[src/rtl/uart_pkg.sv]
// rtl/uart_pkg.sv - register map, status bits, FSM states and divider helpers for uart_mmio
package uart_pkg;

    localparam logic [3:0] REG_DATA   = 4'h0;
    localparam logic [3:0] REG_STATUS = 4'h4;

    localparam int ST_TX_READY   = 0;
    localparam int ST_RX_VALID   = 1;
    localparam int ST_RX_OVERRUN = 2;
    localparam int ST_FRAME_ERR  = 3;
    localparam int ST_TX_DROP    = 4;
    localparam int ST_TX_IDLE    = 5;

    typedef enum logic [1:0] {TX_IDLE, TX_START, TX_DATA, TX_STOP} tx_state_t;
    typedef enum logic [1:0] {RX_IDLE, RX_START, RX_DATA, RX_STOP} rx_state_t;

    // Clocks per bit, truncated.
    function automatic int calc_div(input int clk_hz, input int baud);
        return clk_hz / baud;
    endfunction

    // Width of a counter that runs 0 .. div-1.
    function automatic int calc_cnt_w(input int div);
        return (div <= 2) ? 1 : $clog2(div);
    endfunction

endpackage

[src/rtl/uart_mmio_if.sv]
// rtl/uart_mmio_if.sv - CPU data bus (ce/we/addr/data/sel) seen by uart_mmio
interface uart_mmio_if;
    logic        ce_i;
    logic        we_i;
    logic [3:0]  addr_i;
    logic [31:0] data_i;
    logic [3:0]  sel_i;
    logic [31:0] data_o;

    modport master (output ce_i, we_i, addr_i, data_i, sel_i, input data_o);
    modport slave  (input ce_i, we_i, addr_i, data_i, sel_i, output data_o);
endinterface

[src/rtl/uart_mmio_sync_fifo.sv]
// rtl/uart_mmio_sync_fifo.sv - single-clock FIFO used for the UART TX and RX queues
module sync_fifo #(
    parameter int WIDTH = 8,
    parameter int DEPTH = 16,
    localparam int AW = $clog2(DEPTH)
) (
    input  logic             clk,
    input  logic             rst_n,
    input  logic             push,
    input  logic [WIDTH-1:0] push_data,
    input  logic             pop,
    output logic             full,
    output logic             empty,
    output logic [AW:0]      count,
    output logic [WIDTH-1:0] head
);

    logic [WIDTH-1:0] mem [DEPTH];
    logic [AW-1:0]    wptr;
    logic [AW-1:0]    rptr;
    logic             pop_eff;
    logic             push_eff;

    assign full  = (count == (AW+1)'(DEPTH));
    assign empty = (count == '0);
    assign head  = mem[rptr];

    // A pop on empty is ignored; a push on full only lands if a pop frees the slot.
    assign pop_eff  = pop & ~empty;
    assign push_eff = push & (~full | pop_eff);

    // Pointer and occupancy bookkeeping; pointers wrap naturally modulo DEPTH.
    always_ff @(posedge clk or negedge rst_n) begin
        if (!rst_n) begin
            wptr  <= '0;
            rptr  <= '0;
            count <= '0;
        end else begin
            if (push_eff) wptr <= wptr + 1'b1;
            if (pop_eff)  rptr <= rptr + 1'b1;
            if (push_eff && !pop_eff)      count <= count + 1'b1;
            else if (!push_eff && pop_eff) count <= count - 1'b1;
        end
    end

    // Storage needs no reset: occupancy alone decides what is valid.
    always_ff @(posedge clk) begin
        if (push_eff) mem[wptr] <= push_data;
    end

endmodule

[src/rtl/uart_mmio.sv]
// rtl/uart_mmio.sv - bus-attached 8N1 UART with TX/RX FIFOs, sticky flags and RX interrupt
module uart_mmio
    import uart_pkg::*;
#(
    parameter int CLK_HZ     = 10_000_000,
    parameter int BAUD       = 115200,
    parameter int FIFO_DEPTH = 16
) (
    input  logic        clk,
    input  logic        rst_n,
    uart_mmio_if.slave  bus,
    input  logic        rxd,
    output logic        txd,
    output logic        irq_o
);

    localparam int DIV   = calc_div(CLK_HZ, BAUD);
    localparam int CNT_W = calc_cnt_w(DIV);
    localparam int CW    = $clog2(FIFO_DEPTH) + 1;
    localparam logic [CNT_W-1:0] DIV_M1  = CNT_W'(DIV - 1);
    localparam logic [CNT_W-1:0] HALF_M1 = CNT_W'(DIV / 2 - 1);

    // Bus decode
    logic data_wr, stat_wr, data_rd, any_rd;
    assign any_rd  = bus.ce_i & ~bus.we_i;
    assign data_wr = bus.ce_i & bus.we_i & (bus.addr_i == REG_DATA) & bus.sel_i[0];
    assign stat_wr = bus.ce_i & bus.we_i & (bus.addr_i == REG_STATUS);
    assign data_rd = any_rd & (bus.addr_i == REG_DATA);

    logic unused_bus_bits;
    assign unused_bus_bits = ^{bus.data_i[31:8], bus.sel_i[3:1]};

    // FIFOs
    logic          tx_pop, tx_full, tx_empty, rx_push, rx_full, rx_empty;
    logic [CW-1:0] tx_count, rx_count;
    logic [7:0]    tx_head, rx_head;

    sync_fifo #(.WIDTH(8), .DEPTH(FIFO_DEPTH)) u_tx_fifo (
        .clk(clk), .rst_n(rst_n), .push(data_wr), .push_data(bus.data_i[7:0]),
        .pop(tx_pop), .full(tx_full), .empty(tx_empty), .count(tx_count), .head(tx_head)
    );

    // TX FSM
    tx_state_t        tx_state, tx_state_n;
    logic [CNT_W-1:0] tx_cnt, tx_cnt_n;
    logic [2:0]       tx_idx, tx_idx_n;
    logic [7:0]       tx_shift, tx_shift_n;
    logic             tx_bit;

    // TX state, bit timer and txd register (txd lags the state by one cycle).
    always_ff @(posedge clk or negedge rst_n) begin
        if (!rst_n) begin
            tx_state <= TX_IDLE;
            tx_cnt   <= '0;
            tx_idx   <= '0;
            tx_shift <= '0;
            txd      <= 1'b1;
        end else begin
            tx_state <= tx_state_n;
            tx_cnt   <= tx_cnt_n;
            tx_idx   <= tx_idx_n;
            tx_shift <= tx_shift_n;
            txd      <= tx_bit;
        end
    end

    // TX next state: each state holds DIV cycles; STOP chains straight into START when more data waits.
    always_comb begin
        tx_state_n = tx_state;
        tx_cnt_n   = tx_cnt + 1'b1;
        tx_idx_n   = tx_idx;
        tx_shift_n = tx_shift;
        tx_pop     = 1'b0;
        tx_bit     = 1'b1;
        case (tx_state)
            TX_IDLE: begin
                tx_cnt_n = '0;
                if (!tx_empty) begin
                    tx_pop     = 1'b1;
                    tx_shift_n = tx_head;
                    tx_state_n = TX_START;
                end
            end
            TX_START: begin
                tx_bit = 1'b0;
                if (tx_cnt == DIV_M1) begin
                    tx_cnt_n   = '0;
                    tx_idx_n   = '0;
                    tx_state_n = TX_DATA;
                end
            end
            TX_DATA: begin
                tx_bit = tx_shift[tx_idx];
                if (tx_cnt == DIV_M1) begin
                    tx_cnt_n = '0;
                    if (tx_idx == 3'd7) tx_state_n = TX_STOP;
                    else                tx_idx_n   = tx_idx + 1'b1;
                end
            end
            TX_STOP: begin
                if (tx_cnt == DIV_M1) begin
                    tx_cnt_n = '0;
                    if (!tx_empty) begin
                        tx_pop     = 1'b1;
                        tx_shift_n = tx_head;
                        tx_state_n = TX_START;
                    end else begin
                        tx_state_n = TX_IDLE;
                    end
                end
            end
            default: tx_state_n = TX_IDLE;
        endcase
    end

    sync_fifo #(.WIDTH(8), .DEPTH(FIFO_DEPTH)) u_rx_fifo (
        .clk(clk), .rst_n(rst_n), .push(rx_push), .push_data(rx_shift),
        .pop(data_rd), .full(rx_full), .empty(rx_empty), .count(rx_count), .head(rx_head)
    );

    // RX synchroniser plus one extra stage for falling-edge detection; idles high so reset never fakes an edge.
    logic rx_s1, rx_s2, rx_prev;
    always_ff @(posedge clk or negedge rst_n) begin
        if (!rst_n) begin
            rx_s1   <= 1'b1;
            rx_s2   <= 1'b1;
            rx_prev <= 1'b1;
        end else begin
            rx_s1   <= rxd;
            rx_s2   <= rx_s1;
            rx_prev <= rx_s2;
        end
    end

    // RX FSM
    rx_state_t        rx_state, rx_state_n;
    logic [CNT_W-1:0] rx_cnt, rx_cnt_n;
    logic [2:0]       rx_idx, rx_idx_n;
    logic [7:0]       rx_shift, rx_shift_n;
    logic             rx_ferr_set;

    // RX state and sampling registers.
    always_ff @(posedge clk or negedge rst_n) begin
        if (!rst_n) begin
            rx_state <= RX_IDLE;
            rx_cnt   <= '0;
            rx_idx   <= '0;
            rx_shift <= '0;
        end else begin
            rx_state <= rx_state_n;
            rx_cnt   <= rx_cnt_n;
            rx_idx   <= rx_idx_n;
            rx_shift <= rx_shift_n;
        end
    end

    // RX next state: half-bit start check rejects glitches, then one sample per bit period.
    always_comb begin
        rx_state_n  = rx_state;
        rx_cnt_n    = rx_cnt + 1'b1;
        rx_idx_n    = rx_idx;
        rx_shift_n  = rx_shift;
        rx_push     = 1'b0;
        rx_ferr_set = 1'b0;
        case (rx_state)
            RX_IDLE: begin
                rx_cnt_n = '0;
                if (rx_prev && !rx_s2) rx_state_n = RX_START;
            end
            RX_START: begin
                if (rx_cnt == HALF_M1) begin
                    rx_cnt_n   = '0;
                    rx_idx_n   = '0;
                    rx_state_n = rx_s2 ? RX_IDLE : RX_DATA;
                end
            end
            RX_DATA: begin
                if (rx_cnt == DIV_M1) begin
                    rx_cnt_n   = '0;
                    rx_shift_n = {rx_s2, rx_shift[7:1]};
                    if (rx_idx == 3'd7) rx_state_n = RX_STOP;
                    else                rx_idx_n   = rx_idx + 1'b1;
                end
            end
            RX_STOP: begin
                if (rx_cnt == DIV_M1) begin
                    rx_cnt_n    = '0;
                    rx_state_n  = RX_IDLE;
                    rx_push     = rx_s2;
                    rx_ferr_set = ~rx_s2;
                end
            end
            default: rx_state_n = RX_IDLE;
        endcase
    end

    // Sticky flags: a set in the same cycle as a write-1-to-clear wins.
    logic rx_overrun, frame_err, tx_drop;
    logic ovr_set, drop_set;
    assign ovr_set  = rx_push & rx_full & ~data_rd;
    assign drop_set = data_wr & tx_full & ~tx_pop;

    always_ff @(posedge clk or negedge rst_n) begin
        if (!rst_n) begin
            rx_overrun <= 1'b0;
            frame_err  <= 1'b0;
            tx_drop    <= 1'b0;
        end else begin
            rx_overrun <= ovr_set     | (rx_overrun & ~(stat_wr & bus.data_i[ST_RX_OVERRUN]));
            frame_err  <= rx_ferr_set | (frame_err  & ~(stat_wr & bus.data_i[ST_FRAME_ERR]));
            tx_drop    <= drop_set    | (tx_drop    & ~(stat_wr & bus.data_i[ST_TX_DROP]));
        end
    end

    logic [5:0] status;
    always_comb begin
        status                = '0;
        status[ST_TX_READY]   = ~tx_full;
        status[ST_RX_VALID]   = ~rx_empty;
        status[ST_RX_OVERRUN] = rx_overrun;
        status[ST_FRAME_ERR]  = frame_err;
        status[ST_TX_DROP]    = tx_drop;
        status[ST_TX_IDLE]    = (tx_count == '0) && (tx_state == TX_IDLE);
    end

    // Registered read data (held across writes) and level interrupt.
    always_ff @(posedge clk or negedge rst_n) begin
        if (!rst_n) begin
            bus.data_o <= '0;
            irq_o      <= 1'b0;
        end else begin
            irq_o <= (rx_count != '0);
            if (any_rd) begin
                case (bus.addr_i)
                    REG_DATA:   bus.data_o <= rx_empty ? 32'h0 : {24'h0, rx_head};
                    REG_STATUS: bus.data_o <= {26'h0, status};
                    default:    bus.data_o <= 32'h0;
                endcase
            end
        end
    end

endmodule

[src/flat_wrapper.sv]
// flat-port wrapper written by rule: the top's interface ports become plain ports
module uart_mmio_flat import uart_pkg::*;
#(
    parameter int CLK_HZ     = 10_000_000,
    parameter int BAUD       = 115200,
    parameter int FIFO_DEPTH = 16
)
  (clk, rst_n, rxd, txd, irq_o, bus_ce_i, bus_we_i, bus_addr_i, bus_data_i, bus_sel_i, bus_data_o);
  uart_mmio_if bus_i ();
  input  logic clk;
  input  logic rst_n;
  input  logic rxd;
  output logic txd;
  output logic irq_o;
  input wire logic [$bits(bus_i.ce_i)-1:0] bus_ce_i;
  input wire logic [$bits(bus_i.we_i)-1:0] bus_we_i;
  input wire logic [$bits(bus_i.addr_i)-1:0] bus_addr_i;
  input wire logic [$bits(bus_i.data_i)-1:0] bus_data_i;
  input wire logic [$bits(bus_i.sel_i)-1:0] bus_sel_i;
  output wire logic [$bits(bus_i.data_o)-1:0] bus_data_o;
  assign bus_i.ce_i = bus_ce_i;
  assign bus_i.we_i = bus_we_i;
  assign bus_i.addr_i = bus_addr_i;
  assign bus_i.data_i = bus_data_i;
  assign bus_i.sel_i = bus_sel_i;
  assign bus_data_o = bus_i.data_o;
  uart_mmio #(.CLK_HZ(CLK_HZ), .BAUD(BAUD), .FIFO_DEPTH(FIFO_DEPTH)) u_core (.clk(clk), .rst_n(rst_n), .bus(bus_i), .rxd(rxd), .txd(txd), .irq_o(irq_o));
endmodule
[config.mk]
export PLATFORM = sky130hd
export DESIGN_NAME = uart_mmio_flat
export DESIGN_NICKNAME = d
export VERILOG_FILES = /design/src/rtl/uart_pkg.sv /design/src/rtl/uart_mmio_if.sv /design/src/rtl/uart_mmio_sync_fifo.sv /design/src/rtl/uart_mmio.sv /design/src/flat_wrapper.sv
export SDC_FILE = /design/constraint.sdc
export NUM_CORES = 1
export LEC_CHECK = 0
export ABC_AREA = 1
export BUFFER_PORTS_ARGS = -buffer_cell sky130_fd_sc_hd__buf_4
export CAP_MARGIN = 25
export CELL_PAD_IN_SITES_DETAIL_PLACEMENT = 1
export CELL_PAD_IN_SITES_GLOBAL_PLACEMENT = 2
export CORE_UTILIZATION = 36
export DETAILED_ROUTE_END_ITERATION = 10
export PLACE_DENSITY = 0.84
export SLEW_MARGIN = 30
export SYNTH_ARGS = -nofsm -noshare
export SYNTH_HDL_FRONTEND = slang
export SYNTH_HIERARCHICAL = 1
export SYNTH_SLANG_ARGS = --single-unit
[constraint.sdc]
create_clock -name clk -period 3 [get_ports clk]
set_clock_uncertainty 0.15 [all_clocks]
set_input_delay 0.6 -clock clk [delete_from_list [all_inputs] [get_ports clk]]
set_output_delay 0.6 -clock clk [all_outputs]
set_load 0.005 [all_outputs]
==> results.sh <==
export IMPL_clock_fmax_mhz=357
export IMPL_peakVddDrop_uv=488
export IMPL_grt_pass1_vias=11559
export IMPL_fp_dieW_um=212
export IMPL_seq_area_um2=9750
export IMPL_fin_util=0.419
export IMPL_fin_crit_ns=2.80
export IMPL_period_share=0.932
export IMPL_grt_pass1_wl_um=62400
export IMPL_cts_path_max_buffers=3
export IMPL_globalplace_congestion=0.802
export IMPL_crit_buf_inv=6
export IMPL_firstDrtPassIters=4
export IMPL_worstSetupPathType="flip-flop to flip-flop"
export IMPL_ant_nets=0
export IMPL_start_util=0.366
export IMPL_nets=1779
export IMPL_worstSkewPairLatency_ns=0.57
export IMPL_dieArea_um2=44800
export IMPL_crit_family="simple AND/OR/NAND/NOR gates"
export IMPL_synthCells=1623
export IMPL_post_route_cell_area_um2=18100
export IMPL_drive_gt1_frac=0.136
export IMPL_p_leak_nw=8.02
export IMPL_synthToLayoutAreaGrowth_pct=14.5
export IMPL_htreeDepth=2
export IMPL_grt_overflow_total=0
export IMPL_antennaDiodeCount=0
export IMPL_dieHeight_um=212
export IMPL_finalSetupViolations=0
export IMPL_grt_usage=0.182
export IMPL_rsz0062_at_grt="false"
export IMPL_drc_errors=0
export IMPL_slowest_stage="dfrtp_1"
export IMPL_hp_start="bus_addr_i[1]"
export IMPL_place_hpwl_um=25400
export IMPL_pin_count=79
export IMPL_row_count=76
export IMPL_ys_ff_latch=338
export IMPL_power_mw=10.6
export IMPL_crit_path_frequent_cell="nand2_1"
export IMPL_routedWlPerCell_um=16.9
export IMPL_powerDensity_nw_per_um2=585
export IMPL_maxSlewHeadroom=0.401
export IMPL_crit_path_end_kind="flip-flop"
export IMPL_r2r_start="u_core/tx_cnt[1]"
export IMPL_max_slew_worst_pin_slew_ns=0.899
export IMPL_crit_chain="inv_1 > ha_1 > nand3_2 > nor2_4 > inv_2 > nand2_4 > nand3_1 > inv_1 > inv_1 > nand4_2 > nand2_1 > inv_1 > ha_1 > inv_2 > fa_1 > nand2_1 > nand3_1 > nand3_1 > nand2_1 > nand2_1 > nand2_1"
export IMPL_synth_cell_area_um2=15800
export IMPL_required_ns=3.30
export IMPL_grt_antenna_before_repair=0
export IMPL_slew_violations=0
export IMPL_wl_um=39200
export IMPL_drt_first_iter_violations=524
export IMPL_hold_viol=0
export IMPL_numPortBuffers=27
export IMPL_avgSynthCellArea_um2=9.76
export IMPL_status="finished clean"
export IMPL_clock_sinks=338
export IMPL_cts_clk_slew_worst_paths_ns=0.06
export IMPL_setup_tns_ns=0
export IMPL_slowest_delay_ns=0.41
export IMPL_root_buffer="clkbuf_16"
export IMPL_cts_tree="done"
export IMPL_cp_startpoint="u_core/tx_cnt[1]"
export IMPL_grt_max_degree=83
export IMPL_crit_arrival_ns=3.09
export IMPL_multi_input_area_um2=4900
export IMPL_crit_path_max_fanout=5
export IMPL_ys_seq_area_frac=0.615
export IMPL_place_area_um2=16700
export IMPL_cp_start_kind="flip-flop"
export IMPL_drv_cap=0
export IMPL_num_vias=10958
export IMPL_yosysUniqueCellTypes=46
export IMPL_avgViaCountPerCell=4.73
export IMPL_hold_class="input port to flip-flop"
export IMPL_coreArea_um2=43300
export IMPL_cts_buffers=39
export IMPL_ys_warn_count=6
export IMPL_fillers=4912
## cell families after synthesis
kind of cell | after synthesis | synth area share
adder cells (fa/ha/maj) | 34 | 0.0278
AO/OA/AOI/OAI | 56 | 0.0230
buffers and inverters | 268 | 0.0815
XOR/XNOR | 11 | 0.00608
flip-flops | 338 | 0.615
other | 1 | 0.000237
AND/OR/NAND/NOR | 915 | 0.246
## cell type report
type                       count  share of cell area
clock buffer                  50              0.0584
clock inverter                22              0.0157
inverter                     194              0.0406
multi-input combinational   1040               0.270
sequential                   338               0.537
tap                          585              0.0404
timing repair buffer          87              0.0377
## metal layers
metal,up-vias,wire length [µm],GRT usage,share of wire
met1,5398,17200,0.229,0.44
met3,74,1190,0.0266,0.030
li1,5343,-,-,-
met5,-,0,0,0
met4,0,1190,0.0662,0.030
met2,143,19600,0.317,0.50
## cells in the final DEF (no fill, tap or decap), types with 3 or more instances in the layout
cell type,n
a21oi_2,3
nand3_1,127
inv_2,24
o21ai_2,12
dfstp_2,4
xnor2_1,6
clkbuf_16,40
nor2_4,3
bufinv_16,6
clkinvlp_4,3
clkinv_2,8
xor2_1,5
clkbuf_1,8
nor2_1,133
a21oi_1,12
nand2_1,570
nand2_2,6
buf_4,83
nor2_2,4
dfrtp_1,76
inv_1,168
nor3_1,36
o21ai_1,14
nand3_2,21
conb_1,24
nand4_1,6
edfxtp_1,256
ha_1,32
o21ai_0,7
## cell usage after synthesis (all sizes together)
| library cell | count | share of area |
|---|---|---|
| conb | 1 | 0.00024 |
| nand3 | 148 | 0.053 |
| nor4 | 1 | 0.00040 |
| nand4 | 8 | 0.0040 |
| nor3b | 1 | 0.00047 |
| clkbuf | 4 | 0.00095 |
| a22oi | 1 | 0.00047 |
| xnor2 | 6 | 0.0033 |
| nor3 | 36 | 0.011 |
| o21ai | 34 | 0.014 |
| dfstp | 4 | 0.0066 |
| o211ai | 1 | 0.00047 |
| a31oi | 1 | 0.00040 |
| o21a | 2 | 0.00095 |
| ha | 32 | 0.025 |
| a211oi | 1 | 0.00047 |
| nor2 | 142 | 0.037 |
| fa | 2 | 0.0025 |
| nand2 | 578 | 0.14 |
| a21oi | 15 | 0.0055 |
| o31ai | 1 | 0.00047 |
| buf | 70 | 0.034 |
| inv | 194 | 0.046 |
| xor2 | 5 | 0.0028 |
| edfxtp | 256 | 0.49 |
| nand3b | 1 | 0.00047 |
| dfrtp | 78 | 0.12 |
## flip-flops by register name, summed over array words and instances, names as in the netlist, 2 cells and up, named ones only
register,cells
u_core/tx_cnt,7
u_core/tx_state,2
u_core/u_rx_fifo/rptr,4
u_core/u_tx_fifo/mem,128
u_core/tx_shift,8
u_core/rx_shift,8
u_core/bus.data_o,8
u_core/u_rx_fifo/mem,128
u_core/u_rx_fifo/count,5
u_core/u_tx_fifo/rptr,4
u_core/u_rx_fifo/wptr,4
u_core/rx_idx,3
u_core/tx_idx,3
u_core/rx_cnt,7
u_core/u_tx_fifo/wptr,4
u_core/u_tx_fifo/count,5
## worst reg2reg max path, stage by stage, from the launching register on
cell and delay [ns]:
dfrtp_1 0.41, inv_1 0.07, ha_1 0.15, nand3_2 0.09, nor2_4 0.16, inv_2 0.06, nand2_4 0.05, nand3_1 0.09
inv_1 0.09, inv_1 0.05, nand4_2 0.09, nand2_1 0.07, inv_1 0.06, ha_1 0.18, inv_2 0.08, fa_1 0.39
nand2_1 0.11, nand3_1 0.09, nand3_1 0.09, nand2_1 0.06, nand2_1 0.06, nand2_1 0.05
## what timing repair did
item / in CTS / in global routing
hold buffers: 2 / 0
endpoints found under the setup margin: 0 / 5
buffers inserted: 0 / 4
gates resized for setup: 0 / 8
hold endpoints to repair: 22 / 0
## final timing paths
kind                                             end  slack, ns  cells past startpoint
max                        u_core/u_tx_fifo/count[4]       0.20                     21
min                             u_core/bus.data_o[1]       0.20                      4
max reg2reg                u_core/u_tx_fifo/count[4]       0.20                     21
min reg2reg                             u_core/rx_s2       0.21                      0
max in group asynchronous                 u_core/txd       1.66                      3
min in group asynchronous           u_core/rx_cnt[0]       0.34                      2
## per-stage QoR
| step | std cells | hold WS, ns | worst slack, ns |
|---|---|---|---|
| final | 2316 | 0.199 | 0.203 |
| after global routing | 2316 | 0.215 | 0.0180 |
| after CTS | 2312 | 0.176 | 0.0911 |
| after detailed placement | 2238 | 0.206 | 0.124 |
| after global placement | 2238 | 0.198 | 0.147 |
| after floorplan | 1646 | 0.154 | 0.148 |
## where the power goes
group	switching [mW]	internal [mW]	leakage, nW
clock	1.93	3.03	0.652
sequential	0.0897	5.08	3.69
combinational	0.328	0.157	3.68
No activity file was read; power rests on OpenSTA's default activity.
